**config.mk**
```make
export PLATFORM = sky130hd
export DESIGN_NAME = phase_stream_source
export DESIGN_NICKNAME = d
export VERILOG_FILES = /design/src/rtl/phase_stream_pkg.sv /design/src/rtl/stream_fifo2.sv /design/src/rtl/phase_stream_source.sv
export SDC_FILE = /design/constraint.sdc
export NUM_CORES = 1
export LEC_CHECK = 0
export CAP_MARGIN = 20
export CORE_ASPECT_RATIO = 1.25
export CORE_MARGIN = 2
export CORE_UTILIZATION = 60
export CTS_BUF_LIST = sky130_fd_sc_hd__clkbuf_8 sky130_fd_sc_hd__clkbuf_16
export DETAILED_ROUTE_END_ITERATION = 7
export GPL_TIMING_DRIVEN = 0
export PLACE_DENSITY_LB_ADDON = 0.05
export SLEW_MARGIN = 20
export SYNTH_ARGS = -nofsm -noshare
export SYNTH_HDL_FRONTEND = slang
export SYNTH_HIERARCHICAL = 1
export SYNTH_SLANG_ARGS = --single-unit
```
**constraint.sdc**
```tcl
create_clock -name clk -period 6.3 [get_ports clk]
set_input_delay 0.63 -clock clk [delete_from_list [all_inputs] [get_ports clk]]
set_output_delay 0.63 -clock clk [all_outputs]
set_load 0.02 [all_outputs]
```
**src/rtl/phase_stream_pkg.sv**
```systemverilog
// Shared types and default widths for the phase stream source.
package phase_stream_pkg;
    typedef enum logic [1:0] {IDLE, RUN, DRAIN} pss_state_t;
    localparam int DATA_WIDTH_D  = 52;
    localparam int COUNT_WIDTH_D = 16;
endpackage

```
**src/rtl/stream_fifo2.sv**
```systemverilog
// Two-entry output buffer with registered head; push and pop may coincide when full.
module stream_fifo2 #(
    parameter int DATA_WIDTH = 52
) (
    input  logic                  clk,
    input  logic                  rst,
    input  logic                  flush,
    input  logic                  push,
    input  logic [DATA_WIDTH-1:0] push_data,
    output logic                  full,
    input  logic                  pop,
    output logic                  avail,
    output logic [DATA_WIDTH-1:0] head_data
);
    logic [DATA_WIDTH-1:0] head_q, head_d, tail_q, tail_d;
    logic [1:0]            cnt_q, cnt_d;
    logic                  do_pop;

    assign avail     = (cnt_q != 2'd0);
    assign full      = (cnt_q == 2'd2);
    assign head_data = head_q;
    assign do_pop    = pop && avail;

    always_comb begin
        head_d = head_q;
        tail_d = tail_q;
        cnt_d  = cnt_q;
        unique case (cnt_q)
            2'd0: if (push) begin
                head_d = push_data;
                cnt_d  = 2'd1;
            end
            2'd1: begin
                if (push && do_pop) begin
                    head_d = push_data;
                end else if (push) begin
                    tail_d = push_data;
                    cnt_d  = 2'd2;
                end else if (do_pop) begin
                    cnt_d  = 2'd0;
                end
            end
            default: if (do_pop) begin
                // tail slides into head; a same-cycle push refills the tail
                head_d = tail_q;
                if (push) tail_d = push_data;
                else      cnt_d  = 2'd1;
            end
        endcase
        if (flush) cnt_d = 2'd0;
    end

    always_ff @(posedge clk) begin
        if (rst) begin
            head_q <= '0;
            tail_q <= '0;
            cnt_q  <= 2'd0;
        end else begin
            head_q <= head_d;
            tail_q <= tail_d;
            cnt_q  <= cnt_d;
        end
    end
endmodule

```
**src/rtl/phase_stream_source.sv**
```systemverilog
// Burst generator of phase-accumulator words feeding an avail/get stream port.
module phase_stream_source
    import phase_stream_pkg::*;
#(
    parameter int DATA_WIDTH  = DATA_WIDTH_D,
    parameter int COUNT_WIDTH = COUNT_WIDTH_D
) (
    input  logic                   clk,
    input  logic                   rst,
    input  logic                   start,
    input  logic                   abort,
    input  logic [DATA_WIDTH-1:0]  start_phase,
    input  logic [DATA_WIDTH-1:0]  step,
    input  logic [COUNT_WIDTH-1:0] count,
    output logic                   busy,
    output logic                   done,
    output logic                   post_avail,
    input  logic                   post_get,
    output logic [DATA_WIDTH-1:0]  post_data
);
    pss_state_t             state_q, state_d;
    logic [DATA_WIDTH-1:0]  acc_q, acc_d, step_q, step_d;
    logic [COUNT_WIDTH-1:0] rem_q, rem_d;
    logic                   done_q, done_d;
    logic                   push, flush, full, xfer;

    assign busy = (state_q != IDLE);
    assign done = done_q;
    assign xfer = post_avail && post_get;

    always_comb begin
        state_d = state_q;
        acc_d   = acc_q;
        step_d  = step_q;
        rem_d   = rem_q;
        done_d  = 1'b0;
        push    = 1'b0;
        flush   = 1'b0;
        unique case (state_q)
            IDLE: if (start) begin
                acc_d  = start_phase;
                step_d = step;
                rem_d  = count;
                if (count == '0) done_d  = 1'b1;
                else             state_d = RUN;
            end
            RUN: if (!full || xfer) begin
                push  = 1'b1;
                acc_d = acc_q + step_q;
                rem_d = rem_q - 1'b1;
                if (rem_q == COUNT_WIDTH'(1)) state_d = DRAIN;
            end
            default: begin
                // no pushes happen here, so a transfer while not full empties the buffer
                if (xfer && !full) begin
                    state_d = IDLE;
                    done_d  = 1'b1;
                end
            end
        endcase
        if (abort) begin
            state_d = IDLE;
            flush   = 1'b1;
            push    = 1'b0;
            done_d  = 1'b0;
        end
    end

    always_ff @(posedge clk) begin
        if (rst) begin
            state_q <= IDLE;
            acc_q   <= '0;
            step_q  <= '0;
            rem_q   <= '0;
            done_q  <= 1'b0;
        end else begin
            state_q <= state_d;
            acc_q   <= acc_d;
            step_q  <= step_d;
            rem_q   <= rem_d;
            done_q  <= done_d;
        end
    end

    stream_fifo2 #(.DATA_WIDTH(DATA_WIDTH)) u_fifo (
        .clk       (clk),
        .rst       (rst),
        .flush     (flush),
        .push      (push),
        .push_data (acc_q),
        .full      (full),
        .pop       (post_get),
        .avail     (post_avail),
        .head_data (post_data)
    );
endmodule

```
# Word-level counts from Yosys, hierarchy flattened
# Cells that the tools add are included.
[classes] addsub=2 n_eq_ne=13 n_mux=35 bitwise_logic=1 n_reduce_logical=22
[op_table] cell="52-bit 2-to-1 mux" count=8
[op_table] cell="52-bit case mux with 2 select lines" count=3
[op_table] cell="52-bit adder" count=1
[op_table] cell="16-bit 2-to-1 mux" count=2
[op_table] cell="16-bit case mux with 2 select lines" count=1
[op_table] cell="2-bit 2-to-1 mux" count=11
[op_table] cell="16-bit by 1-bit equality test with 1-bit output, second input constant" count=1
[op_table] cell="16-bit logical NOT" count=1
[op_table] cell="16-bit by 1-bit subtractor with 16-bit output, second input constant" count=1
[op_table] cell="2-bit != test, second input constant" count=5
[op_table] cell="5-bit AND reduction" count=2
[op_table] cell="3-bit AND reduction" count=3
[op_table] cell="2-bit case mux with 2 select lines" count=2
[op_table] cell="2-bit nonzero test" count=4
[op_table] cell="1-bit 2-to-1 mux" count=7
[op_table] cell="3-bit nonzero test" count=2
[op_table] cell="2-bit by 1-bit equality test with 1-bit output, second input constant" count=2
[op_table] cell="2-bit logical NOT" count=2
[op_table] cell="2-bit by 1-bit != test with 1-bit output, second input constant" count=2
[op_table] cell="2-bit OR reduction" count=2
[op_table] cell="1-bit logical AND" count=3
[op_table] cell="3-bit by 1-bit != test with 1-bit output, second input constant" count=1
[op_table] cell="3-bit != test, second input constant" count=1
[op_table] cell="2-bit equality test, second input constant" count=1
[op_table] cell="5 further kinds" count=5
[totals] register_bits=229 in_bits=125 out_inout_bits=55 wordCells=81

# Depth between registers and ports, before layout
# Gate-level depths: netlist of run 1.
[depth] word_depth=9 ltp_mapped=13 depth_no_buf=13

# By module
# The synthesis of run 1 kept the hierarchy.
[modules_own_cells] module="phase_stream_source" instances=1 cells_per_inst=1090 area_each_um2=7923.8 seq_area_each_um2=2462.4
[modules_own_cells] module="stream_fifo2" instances=1 cells_per_inst=481 area_each_um2=5078.6 seq_area_each_um2=2122.0

# Least setup slack after synthesis of run 1
# No wires, ideal clock.
[synth_path] kind="reg2reg" start="reg acc_q[0]" end="reg acc_q[44]" setup_time_ns=0.095 arrival_ns=2.730 required_time_ns=6.205 path_slack_ns=3.475 stages_incl_launch_ff=14 path_buffers=0 period_less_slack_ns=2.825 path_cell_list="dfxtp_1 -> ha_1 -> inv_1 -> fa_1 -> nor2b_1 -> o2111ai_1 -> a311oi_1 -> o21ai_1 -> a21oi_1 -> o21ai_1 -> a41oi_1 -> a21boi_1 -> xor2_1 -> a221oi_1"
[synth_between] elab_chain_cells=3
[synth_lines] item="start: declaration" line="phase_stream_source.sv:22" rtl="logic [DATA_WIDTH-1:0] acc_q, acc_d, step_q, step_d;"
[synth_lines] item="start signal: assignment" line="phase_stream_source.sv:72" rtl="acc_q <= '0;"
[synth_lines] item="start signal: assignment" line="phase_stream_source.sv:78" rtl="acc_q <= acc_d;"
[synth_lines] item="52-bit adder" line="phase_stream_source.sv:49" rtl="acc_d = acc_q + step_q;"
[synth_lines] item="52-bit 2-to-1 mux" line="phase_stream_source.sv:47" rtl="RUN: if (!full || xfer) begin"
[synth_lines] item="52-bit case mux with 2 select lines" line="phase_stream_source.sv:39" rtl="unique case (state_q)"
# Every way passes these cells. The select of a mux whose other input is x is not followed.
# A chain may end at the register's enable or synchronous reset.

# Worst setup path in the final report of run 1
# Same ends and word-level chain as after synthesis.

==> results of run 1 <==
## cells by family (layout without fill, tap and decap cells)
logic type / count (synthesis) / count (layout) / share of synthesized area
mux: 108 / 108 / 0.0832
compound gates: 466 / 466 / 0.240
simple gates: 526 / 526 / 0.194
buf+inv: 144 / 366 / 0.0483
fa+ha+maj: 54 / 54 / 0.0525
flops: 229 / 229 / 0.353
xor+xnor: 44 / 44 / 0.0296
## cell usage in the layout, fill, tap and decap left out, types with 16 or more instances in the layout
master / n
ha_1: 53
nand3_1: 23
clkbuf_1: 81
a211oi_1: 25
a21oi_1: 209
o21ai_1: 22
clkbuf_16: 25
xor2_1: 17
dfxtp_1: 229
mux2i_1: 107
inv_1: 25
o21ai_0: 41
a211oi_2: 50
a311oi_1: 18
nor3_1: 29
clkdlybuf4s50_1: 178
nand2_1: 196
nand2b_1: 113
nor2_1: 97
xnor2_1: 27
buf_2: 16
a21o_1: 28
## metrics by stage
step                      hold slack (ns)  utilization  total power [W]  setup WS, ns
after CTS                           0.460        0.747          0.00383          2.45
after global routing                0.489        0.747          0.00397          2.21
final                               0.461        0.747          0.00384          2.31
after floorplan                     0.440            -          0.00206          3.48
after global placement              0.447        0.707          0.00233          2.52
after detailed placement            0.452        0.707          0.00235          2.49
## worst max path at each step
stage | start | end | slack, ns | cells after the start
after floorplan | acc_q[0] | acc_q[44] | 3.48 | 13
after global placement | acc_q[0] | acc_q[44] | 2.52 | 13
after detailed placement | acc_q[0] | acc_q[44] | 2.49 | 13
after CTS | acc_q[0] | acc_q[44] | 2.45 | 13
after global routing | acc_q[0] | acc_q[44] | 2.21 | 13
final | acc_q[0] | acc_q[44] | 2.31 | 13
## per-layer routing
layer | vias up | GRT usage | part of all wire | wire length (µm)
met5 | - | 0 | 0 | 0
met4 | 0 | 0.192 | 0.054 | 2390
met3 | 117 | 0.0737 | 0.079 | 3520
met1 | 6078 | 0.454 | 0.39 | 17500
li1 | 6004 | - | - | -
met2 | 568 | 0.645 | 0.47 | 20900
## state kept, by name (all words and copies together) (netlist names)
signal            flops
acc_q                52
step_q               52
u_fifo/head_data     52
u_fifo/tail_q        52
rem_q                16
state_q               2
u_fifo/cnt_q          2
done                  1
## power by group
group | switching, W | total (W) | internal, W
combinational | 0.000436 | 0.000738 | 0.000302
clock | 0.000610 | 0.00150 | 0.000895
sequential | 0.0000740 | 0.00160 | 0.00152
## worst max-delay path: cells and delay by family, from the launching register on
kind	cells	cell delay, ns
AOI/OAI and AO/OA	8	2.44
xor gates and xnor gates	1	0.17
adders and majority gates	2	0.63
buffers and inverters	1	0.06
DFF	1	0.41
and+or+nand+nor	1	0.19
## area by class of cell
type / instances / area [µm²]
plain buffers: 122 / 546
clock buffers: 33 / 736
clock inverters: 11 / 104
fillers: 1658 / 5420
inverters: 22 / 82.6
multi-input cells: 1198 / 7790
flip-flops and latches: 229 / 4580
well taps: 279 / 349
repair buffers: 178 / 1780
==> out/qor.csv, run 1 <==
metric,value,unit
status,"finished, final reports clean",
worst skew pair latency,0.53,ns
initial antenna violation count,0,
DP Wirelength,32900,µm
vias after detailed routing,12767,
R2R Setup Slk,2.31,ns
fmax,0.251,GHz
Lkg Pwr,5.82,nW
Critical Path AT,4.41,ns
Ant. Diodes,0,
GR Overflow Total,0,
first-pass GRT wire length,67300,µm
setup_tns,0,ns
1st-iter DRT viols,954,
syn avg cell area,8.28,µm²
Max-cap violations,0,
HP Class,reg2reg,
vias in the first global route,12670,
number of port buffers,178,
RSZ-0062 raised after global routing,false,
Max clock buf depth,3,
Synth cell types,67,
"Slowest-stage cell, CP",a311oi_1,
Critical R2R Capture,acc_q[44],
die height,169,µm
yosys warns,6,
Hold Crit Depth,2,
num rows,60,
post-synth top area share,0.353,
post-synthesis sequential area ratio,0.353,
post-CTS sizing,0,
placed insts,2028,
Setup Buffers After CTS,0,
Final Hold Viols,0,
worst path required time,6.72,ns
Post-Syn Instances,1571,
number of flops mapped to enable cells by yosys,0,
CP startpoint kind,register,
relative slew slack,0.341,
top-count cell post-synth,dfxtp_1,
worst-path cell chain,ha_1 > inv_1 > fa_1 > nor2b_1 > o2111ai_1 > a311oi_1 > o21ai_1 > a21oi_1 > o21ai_1 > a41oi_1 > a21boi_1 > xor2_1 > a221oi_1,
Power Density,240,mW/mm²
Worst Skew,0.0203,ns
fin crit share,0.633,
clk sinks,229,
minimum clock period,3.99,ns
layout cell share with drive strength beyond 1,0.0736,
Worst Hold Path EP,step_q[17],
CTS Hold Buffers Added,0,
router iterations before antenna repair,7,
"area leader, netlist",dfxtp_1,
CTS buffer count,25,
critical path endpoint category,register,
Max VDD drop,232,µV
finished layout cell area,0.0160,mm²
Final Setup Violations,0,
top post-synthesis cells by count,"dfxtp_1, a21oi_1, nand2_1, nand2b_1, mux2i_1",
Synthesized Nets,1750,
Final Max Slew Viols,0,
WL per Instance,21.4,µm
Final #Nets,1955,
Synth area leaders,"dfxtp_1, mux2i_1, a21oi_1",
Layout area overhead,22.8,%
Die X,136,µm
area of the mapped netlist,0.0130,mm²
reg-to-reg startpoint,acc_q[0],
R2R depth,13,
CTS tree,done,
CORE AREA,0.0214,mm²
Synth Flop Type,dfxtp_1,
worst slew pin tran,0.988,ns
launch point of the worst hold path,step_q[17],
Routed Wire Length,44300,µm
gpl congestion,0.969,
Post-DRT Antenna Nets,0,
Starting Density,0.608,
#FFs+latches synth,229,
final non-filler cell total,2072,
critical path's most frequent cell,o21ai_1,
critical path type,reg2reg,
CP max stage delay,0.69,ns
DP Area,0.0151,mm²
CTS root buf,clkbuf_16,
DRC Markers,0,
largest net degree at the start of global routing,14,
die area,0.0229,mm²
Total GRT Usage,0.379,
H-tree Lvls,1,
Worst-path clk slew,0.06,ns
worst-path fanout max,4,
drt via density,6.16,
io pins,180,
ys async rst share,0,
Power figures use the tool's default switching activity.
==> inputs of run 2 (changes only) <==
--- a/config.mk
+++ b/config.mk
@@ -8,7 +8,7 @@
 export CAP_MARGIN = 20
 export CORE_ASPECT_RATIO = 1.25
 export CORE_MARGIN = 2
-export CORE_UTILIZATION = 60
+export CORE_UTILIZATION = 56
 export CTS_BUF_LIST = sky130_fd_sc_hd__clkbuf_8 sky130_fd_sc_hd__clkbuf_16
 export DETAILED_ROUTE_END_ITERATION = 7
 export GPL_TIMING_DRIVEN = 0
==> constraint.sdc (replaced) <==
create_clock -name clk -period 3.9 [get_ports clk]
set_input_delay 0.39 -clock clk [delete_from_list [all_inputs] [get_ports clk]]
set_output_delay 0.39 -clock clk [all_outputs]
set_load 0.02 [all_outputs]
==> out/qor.csv, run 2 (same netlist as run 1, synthesis figures left out) <==
metric,value,unit
Critical Path AT,4.08,ns
Max VDD drop,334,µV
num rows,62,
RSZ-0062 raised after global routing,false,
io pins,180,
first-pass GRT wire length,66600,µm
final worst setup slack,0.256,ns
fin crit share,0.934,
Worst-path clk slew,0.06,ns
Final Hold Viols,0,
worst-path fanout max,5,
initial antenna violation count,0,
Layout area overhead,22.6,%
clock share of power,0.380,
Ant. Diodes,0,
worst path buffer plus inverter count,0,
Final Setup Violations,0,
router iterations before antenna repair,5,
gpl congestion,1.00,
CP startpoint kind,register,
critical path type,reg2reg,
CTS buffer count,24,
clk sinks,229,
worst path required time,4.33,ns
"commonest non-fill, non-tap cell in the layout",dfxtp_1,
CTS root buf,clkbuf_16,
Worst Skew,0.00901,ns
Fill cells,1915,
Comb pwr share,0.196,
CTS Hold Buffers Added,0,
Starting Density,0.568,
P_sw,0.00178,W
Sw Share,0.293,
worst skew pair latency,0.53,ns
die height,174,µm
CORE AREA,0.0229,mm²
Final Max Slew Viols,0,
largest net degree at the start of global routing,14,
GR Overflow Total,0,
fmax,0.274,GHz
Die X,140,µm
Lkg Pwr,5.79,nW
area of the multi-input gates,0.00780,mm²
Max-cap violations,0,
die area,0.0245,mm²
Post-DRT Antenna Nets,0,
vias after detailed routing,12619,
Routed Wire Length,43800,µm
minimum clock period,3.64,ns
worst-path cell chain,ha_1 > a21oi_1 > o211ai_1 > a31oi_1 > o21ai_1 > a2111oi_0 > o31ai_1 > a21oi_1 > xnor2_1 > nand2_1 > a211oi_1,
CTS tree,done,
critical path endpoint category,register,
vias in the first global route,12121,
worst slew pin tran,1.07,ns
register area,0.00458,mm²
DRC Markers,0,
Max clock buf depth,3,
Power Density,381,mW/mm²
Total GRT Usage,0.346,
HP Class,in2reg,
H-tree Lvls,1,
Final #Nets,1954,
drt via density,6.08,
"CP delay by family, top",compound AO/OA/AOI/OAI gates,
WL per Instance,21.1,µm
finished layout cell area,0.0159,mm²
status,"finished, final reports clean",
1st-iter DRT viols,986,
DP Wirelength,32400,µm
"Slowest-stage cell, CP",a2111oi_0,
layout cell share with drive strength beyond 1,0.0732,
DP Area,0.0151,mm²
CP max stage delay,0.75,ns
critical path's most frequent cell,a21oi_1,
Setup Buffers After CTS,0,
relative slew slack,0.289,
number of port buffers,178,
sequential share of power,0.424,
pre-CTS setup slack,-0.00474,ns
Pint,0.00430,W
most frequent cells in the layout,"dfxtp_1, a21oi_1, nand2_1",
[run 2: cell type report]
class / count / area share
Clock buffer: 32 / 0.0453
Inverter: 22 / 0.00518
Sequential cell: 229 / 0.288
Clock inverter: 8 / 0.00385
Multi-Input combinational cell: 1198 / 0.490
Tap cell: 288 / 0.0226
Timing Repair Buffer: 178 / 0.112
Buffer: 122 / 0.0342
[run 2: final timing paths]
| check | from | endpoint | slack [ns] | depth (start not counted) |
|---|---|---|---|---|
| worst min-delay path | rst | acc_q[50] | 0.38 | 4 |
| worst min register to register | step_q[0] | step_q[0] | 0.46 | 2 |
| worst max-delay path | acc_q[1] | acc_q[29] | 0.26 | 11 |
| worst max register to register | acc_q[1] | acc_q[29] | 0.26 | 11 |
[run 2: per-layer routing]
metal | up-vias | share of wire | GRT usage
met5 | - | 0 | 0
met4 | 0 | 0.043 | 0.138
met3 | 90 | 0.072 | 0.0397
met2 | 513 | 0.48 | 0.591
met1 | 6018 | 0.41 | 0.446
li1 | 5998 | - | -
[run 2: per-stage QoR]
stage          hold WS, ns  std cells  total power, W   util  TNS [ns]
2_1_floorplan        0.440       1571         0.00333      -         0
3_3_place_gp         0.450       2037         0.00377  0.662         0
3_5_place_dp         0.456       2037         0.00379  0.662  -0.00474
4_1_cts              0.363       2077         0.00607  0.696         0
5_1_grt              0.423       2077         0.00628  0.697         0
6_report             0.383       2077         0.00608  0.697         0
[run 2: worst register-to-register path, delay by kind of cell (launching register included)]
family | cells | cell delay, ns
flops | 1 | 0.40
xor+xnor | 1 | 0.14
simple gates | 1 | 0.07
fa+ha+maj | 1 | 0.26
compound gates | 8 | 2.68
[run 2: timing repair]
item	CTS	global route
gates resized for setup	1	1
endpoints found under the hold margin	0	0
pin swaps	0	0
setup endpoints to repair	1	2
[run 2: power groups by stage]
stage / clock network, W / logic (W) / registers [W]
floorplan: 0 / 0.000721 / 0.00261
global placement: 0 / 0.00115 / 0.00262
detailed placement: 0 / 0.00117 / 0.00263
CTS: 0.00232 / 0.00117 / 0.00257
global route: 0.00240 / 0.00129 / 0.00259
finish: 0.00231 / 0.00119 / 0.00258
==> RTL edit 1 (flow settings as in run 2) <==
Add an input register stage for `start`, `abort`, `start_phase`, `step`, `count` and `post_get`; this delays them by one clock.
--- a/src/rtl/phase_stream_source.sv
+++ b/src/rtl/phase_stream_source.sv
@@ -20,2 +20,19 @@
 );
+
+    logic start_q;
+    logic abort_q;
+    logic [DATA_WIDTH-1:0] start_phase_q;
+    logic [DATA_WIDTH-1:0] step_r;
+    logic [COUNT_WIDTH-1:0] count_q;
+    logic post_get_q;
+
+    always_ff @(posedge clk) begin
+        start_q       <= start;
+        abort_q       <= abort;
+        start_phase_q <= start_phase;
+        step_r        <= step;
+        count_q       <= count;
+        post_get_q    <= post_get;
+    end
+
     pss_state_t             state_q, state_d;
@@ -28,3 +45,3 @@
     assign done = done_q;
-    assign xfer = post_avail && post_get;
+    assign xfer = post_avail && post_get_q;
 
@@ -39,7 +56,7 @@
         unique case (state_q)
-            IDLE: if (start) begin
-                acc_d  = start_phase;
-                step_d = step;
-                rem_d  = count;
-                if (count == '0) done_d  = 1'b1;
+            IDLE: if (start_q) begin
+                acc_d  = start_phase_q;
+                step_d = step_r;
+                rem_d  = count_q;
+                if (count_q == '0) done_d  = 1'b1;
                 else             state_d = RUN;
@@ -60,3 +77,3 @@
         endcase
-        if (abort) begin
+        if (abort_q) begin
             state_d = IDLE;
@@ -91,3 +108,3 @@
         .full      (full),
-        .pop       (post_get),
+        .pop       (post_get_q),
         .avail     (post_avail),
Formal check against the unedited RTL: not equivalent (Yosys sat finds a counterexample within 4 cycles, from zero or initial values and one cycle with rst high).
==> RTL edit 1 against run 2 <==
Sequential cell count increased by 123; final area increased by 19%; power increased by 40%; sequential share of layout area increased by 8.4 points; routed wire length increased by 7.3%; via count increased by 8.1%; count of clock-buffer cells in the layout increased by 11; clock skew increased by 18 ps; area after synthesis increased by 20%; setup slack got worse by 8.1 ps; critical endpoint is now acc_q[49]$_SDFFE_PP0P_; highest routed layer unchanged.
==> RTL edit 1: results (changes against run 2) <==
| Metric | Value |
|---|---|
| Cell Area, Placed | 17800 um2 (was 15100 um2) |
| Critical path arrival | 4010 ps (was 4080 ps) |
| GR Util met2 | 0.532 (was 0.591) |
| Top cells by count, synth | dfxtp_1 (352), nand2_1 (224), a21oi_1 (199), nand2b_1 (112), mux2i_1 (105) (was dfxtp_1 (229), a21oi_1 (209), nand2_1 (196), nand2b_1 (113), mux2i_1 (107)) |
| Drt total wl | 47.0 mm (was 43.8 mm) |
| Fill cells | 2231 (was 1915) |
| Clk Latency, worst-skew pair | 540 ps |
| Number of global-route vias before repair | 13384 (was 12121) |
| Synth Area in Compound Gates | 0.206 (was 0.240) |
| Top cells by area, synth | dfxtp_1 (45%), mux2i_1 (6.8%), a21oi_1 (6.4%) (was dfxtp_1 (35%), mux2i_1 (8.2%), a21oi_1 (8.0%)) |
| Cell taking the most area after synthesis | dfxtp_1 (unchanged) |
| Max incr delay on CP | 620 ps (was 750 ps) |
| Xor and xnor area share after synthesis | 0.0203 (was 0.0296) |
| First-pass GRT wire length | 72.6 mm (was 66.6 mm) |
| Worst Setup SP | acc_q[11]$_SDFFE_PP0P_ (was acc_q[1]$_SDFFE_PP0P_) |
| Register area share after synthesis | 0.453 (was 0.353) |
| Nets | 2108 (was 1954) |
| Clk buf depth | 3 (unchanged) |
| Final HPWL DP | 35.2 mm (was 32.4 mm) |
| Drt pass-1 iters | 6 (was 5) |
| Worst vdd ir | 0.377 mV (was 0.334 mV) |
| I/O Buffers | 178 (unchanged) |
| Tot GR Track Use | 0.317 (was 0.346) |
| Hold Startpoint | step[42] (was rst) |
| Adder-Cell Fraction of Synth Area | 0.0439 (was 0.0525) |
| Vias per cell | 5.92 (was 6.08) |
| Initial DRC Count | 933 (was 986) |
| Routed met1 length | 19.5 mm (was 17.9 mm) |
| Worst Path Max Fanout | 7 (was 5) |
| Routed wl met2 | 22.3 mm (was 20.8 mm) |
| Post-Syn Nets | 1892 (was 1750) |
| Layout cells sized above 1 | 0.0758 (was 0.0732) |
| Met1 usage | 0.406 (was 0.446) |
| H-tree levels | 2 (was 1) |
| CP delay by family, top | compound AO/OA/AOI/OAI gates (unchanged) |
| Pleak | 6.86 nW (was 5.79 nW) |
| DR WL met3 | 3.26 mm (was 3.16 mm) |
| Mux share of post-synthesis cell area | 0.0690 (was 0.0832) |
| Num CTS Buffers | 36 (was 24) |
| Worst relative slew slack | 0.337 (was 0.289) |
| Met3 Use GR | 0.0480 (was 0.0397) |
| Status | finished, final reports clean (unchanged) |
| GPL Wtd Cong | 0.985 (was 1.00) |
| Asr flop ratio synth | 0 (unchanged) |
| Fin Clk Skew | 26.6 ps (was 9.01 ps) |
| Synth unique cells | 64 (was 67) |
| Largest net degree at the start of global routing | 16 (was 14) |
==> RTL edit 1: power breakdown <==
| part | internal, mW | total (mW) | switching, mW |
|---|---|---|---|
| combinational | 0.479 | 1.16 | 0.677 |
| clock | 1.97 | 3.37 | 1.40 |
| sequential | 3.79 | 3.97 | 0.179 |
| total | 6.23 | 8.49 | 2.26 |
==> RTL edit 1: worst register-to-register path: cells and delay by family, from the launching register on <==
family | cells | cell delay, ps
AO/OA/AOI/OAI | 6 | 1560
AND/OR/NAND/NOR | 3 | 1080
adder cells (fa/ha/maj) | 1 | 380
flip-flops | 1 | 470
==> RTL edit 1: through the flow <==
stage               worst slack (ps)  utilization  power (mW)  cells
finish                           248        0.689        8.49   2303
global route                    13.7        0.689        8.79   2302
CTS                             37.3        0.689        8.51   2302
detailed placement              59.3        0.647        5.17   2241
global placement                 138        0.647        5.15   2241
floorplan                        936            -        4.68   1713
==> RTL edit 1: repair_timing <==
item	4_1_cts	5_1_grt
endpoints found under the setup margin	0	7
endpoints found under the hold margin	0	0
setup buffers	0	0
gates resized for setup	0	1
hold buffers	0	0
==> RTL edit 1: path summary, 6_finish.rpt <==
kind / to / slack [ps] / depth (start not counted)
max: acc_q[49]$_SDFFE_PP0P_ / 250 / 10
min: step_r[42]$_DFF_P_ / 300 / 1
min reg2reg: step_q[20]$_SDFFE_PP0P_ / 420 / 2
max reg2reg: acc_q[49]$_SDFFE_PP0P_ / 250 / 10
==> RTL edit 1: final cells by class <==
cell class,instances,area (um2),share of cell area
buffer,107,485,0.0256
multi-input combinational,1237,7980,0.421
tap,350,438,0.0231
timing repair buffer,178,1780,0.0940
clock buffer,43,1010,0.0532
inverter,17,63.8,0.00337
sequential,352,7050,0.372
clock inverter,18,144,0.00759
antenna,1,2.50,0.000132
==> RTL edit 2 (config.mk and constraints of run 2) <==
Without the edit above. Change the package constant `DATA_WIDTH_D` from 52 to 26.
--- a/src/rtl/phase_stream_pkg.sv
+++ b/src/rtl/phase_stream_pkg.sv
@@ -3,3 +3,3 @@
     typedef enum logic [1:0] {IDLE, RUN, DRAIN} pss_state_t;
-    localparam int DATA_WIDTH_D  = 52;
+    localparam int DATA_WIDTH_D  = 26;
     localparam int COUNT_WIDTH_D = 16;
Interface: changed (resized post_data, start_phase and step); port bits go from 180 to 102. The function was not compared with the original's and may differ.
==> RTL edit 2 against run 2 <==
Sequential power down 45%; sequential cell count down 104; worst hold slack worse by 170 ps; final area down 43%; routed wire length down 50%; critical path depth up 2; clock skew up 3.7 ps; area after synthesis down 45%; setup slack better by 40 ps; final cell count down 44%; power down 40%; largest power group is now the clock network.
==> RTL edit 2: results (changes against run 2) <==
| Metric | Value |
|---|---|
| Adder-Cell Fraction of Synth Area | 0.0497 (was 0.0525) |
| CP delay by family, top | buffers and inverters (was compound AO/OA/AOI/OAI gates) |
| Largest net degree at the start of global routing | 17 (was 14) |
| First-pass GRT wire length | 34.8 mm (was 66.6 mm) |
| Drt total wl | 22.1 mm (was 43.8 mm) |
| Pleak | 3.30 nW (was 5.79 nW) |
| Fin Clk Skew | 12.7 ps (was 9.01 ps) |
| Layout cells sized above 1 | 0.0940 (was 0.0732) |
| Max incr delay on CP | 460 ps (was 750 ps) |
| Mux share of post-synthesis cell area | 0.0778 (was 0.0832) |
| Vias per cell | 6.05 (was 6.08) |
| Register area share after synthesis | 0.347 (was 0.353) |
| Initial DRC Count | 626 (was 986) |
| H-tree levels | 4 (was 1) |
| Nets | 1078 (was 1954) |
| Worst vdd ir | 0.322 mV (was 0.334 mV) |
| Post-Syn Nets | 959 (was 1750) |
| DP Worst Slack | 234 ps (was -4.74 ps) |
| Final HPWL DP | 16.2 mm (was 32.4 mm) |
| I/O Buffers | 100 (was 178) |
| GPL Wtd Cong | 0.917 (was 1.00) |
| Status | finished, final reports clean (unchanged) |
| Xor and xnor area share after synthesis | 0.0231 (was 0.0296) |
| Number of global-route vias before repair | 6913 (was 12121) |
| Critical path arrival | 3930 ps (was 4080 ps) |
| Top cells by area, synth | dfxtp_1 (35%), mux2i_1 (7.8%), a21oi_1 (7.3%) (was dfxtp_1 (35%), mux2i_1 (8.2%), a21oi_1 (8.0%)) |
| Tot GR Track Use | 0.322 (was 0.346) |
| Synth unique cells | 77 (was 67) |
| Switching Share | 0.283 (was 0.293) |
| Critical path's slowest cell | a311oi_4 (was a2111oi_0) |
| Clk Latency, worst-skew pair | 420 ps (was 530 ps) |
| Drt pass-1 iters | 6 (was 5) |
| R2R cell count | 13 (was 11) |
| Worst Hold Path Cells | 2 (was 4) |
| Worst Path Max Fanout | 10 (was 5) |
| Worst-margin pin slew | 868 ps (was 1070 ps) |
| Post_cts resized | 0 (was 1) |
==> RTL edit 2: path summary, 6_finish.rpt <==
path                                                    from  slack [ps]                       endpoint
worst max-delay path            u_fifo/cnt_q[1]$_SDFFE_PP0P_         300  u_fifo/tail_q[6]$_SDFFE_PP0P_
worst min-delay path                                     rst         210         acc_q[18]$_SDFFE_PP0P_
worst max register to register  u_fifo/cnt_q[1]$_SDFFE_PP0P_         300  u_fifo/tail_q[6]$_SDFFE_PP0P_
worst min register to register       step_q[21]$_SDFFE_PP0P_         460        step_q[21]$_SDFFE_PP0P_
==> RTL edit 2: power groups by stage <==
stage                     clock [mW]  combinational [mW]  sequential, mW
final                           1.65               0.612            1.41
after CTS                       1.65               0.601            1.41
after detailed placement           0               0.594            1.43
after global placement             0               0.580            1.43
after floorplan                    0               0.381            1.42
after global routing            1.71               0.665            1.41
==> RTL edit 2: through the flow <==
| step | utilization | hold WS (ps) | cells | cell area, um2 | power (mW) |
|---|---|---|---|---|---|
| global placement | 0.667 | 451 | 1126 | 8410 | 2.01 |
| global route | 0.717 | 215 | 1157 | 9030 | 3.79 |
| CTS | 0.715 | 204 | 1157 | 9020 | 3.65 |
| detailed placement | 0.667 | 455 | 1126 | 8410 | 2.03 |
| finish | 0.717 | 211 | 1157 | 9030 | 3.67 |
| floorplan | - | 440 | 858 | 7200 | 1.80 |
==> RTL edit 2: per-layer routing <==
layer | part of all wire | GRT usage | wire (um) | vias up
met1 | 0.41 | 0.391 | 9040 | 3272
met2 | 0.49 | 0.568 | 10900 | 344
met3 | 0.072 | 0.0491 | 1580 | 51
met5 | 0 | 0 | 0 | -
met4 | 0.026 | 0.138 | 576 | 0
li1 | - | - | - | 3336
==> RTL edit 2: cell families after synthesis <==
kind of cell / Yosys count
compound gates: 266
xor+xnor: 19
flops: 125
simple gates: 292
fa+ha+maj: 28
buf+inv: 72
mux: 56
==> RTL edit 2: layout make-up <==
| type | instances | area, um2 |
|---|---|---|
| timing repair buffer | 100 | 1000 |
| tap | 168 | 210 |
| clock buffer | 18 | 439 |
| buffer | 61 | 307 |
| inverter | 11 | 41.3 |
| clock inverter | 13 | 165 |
| sequential | 125 | 2500 |
| fill | 986 | 3570 |
| multi-input combinational | 661 | 4370 |
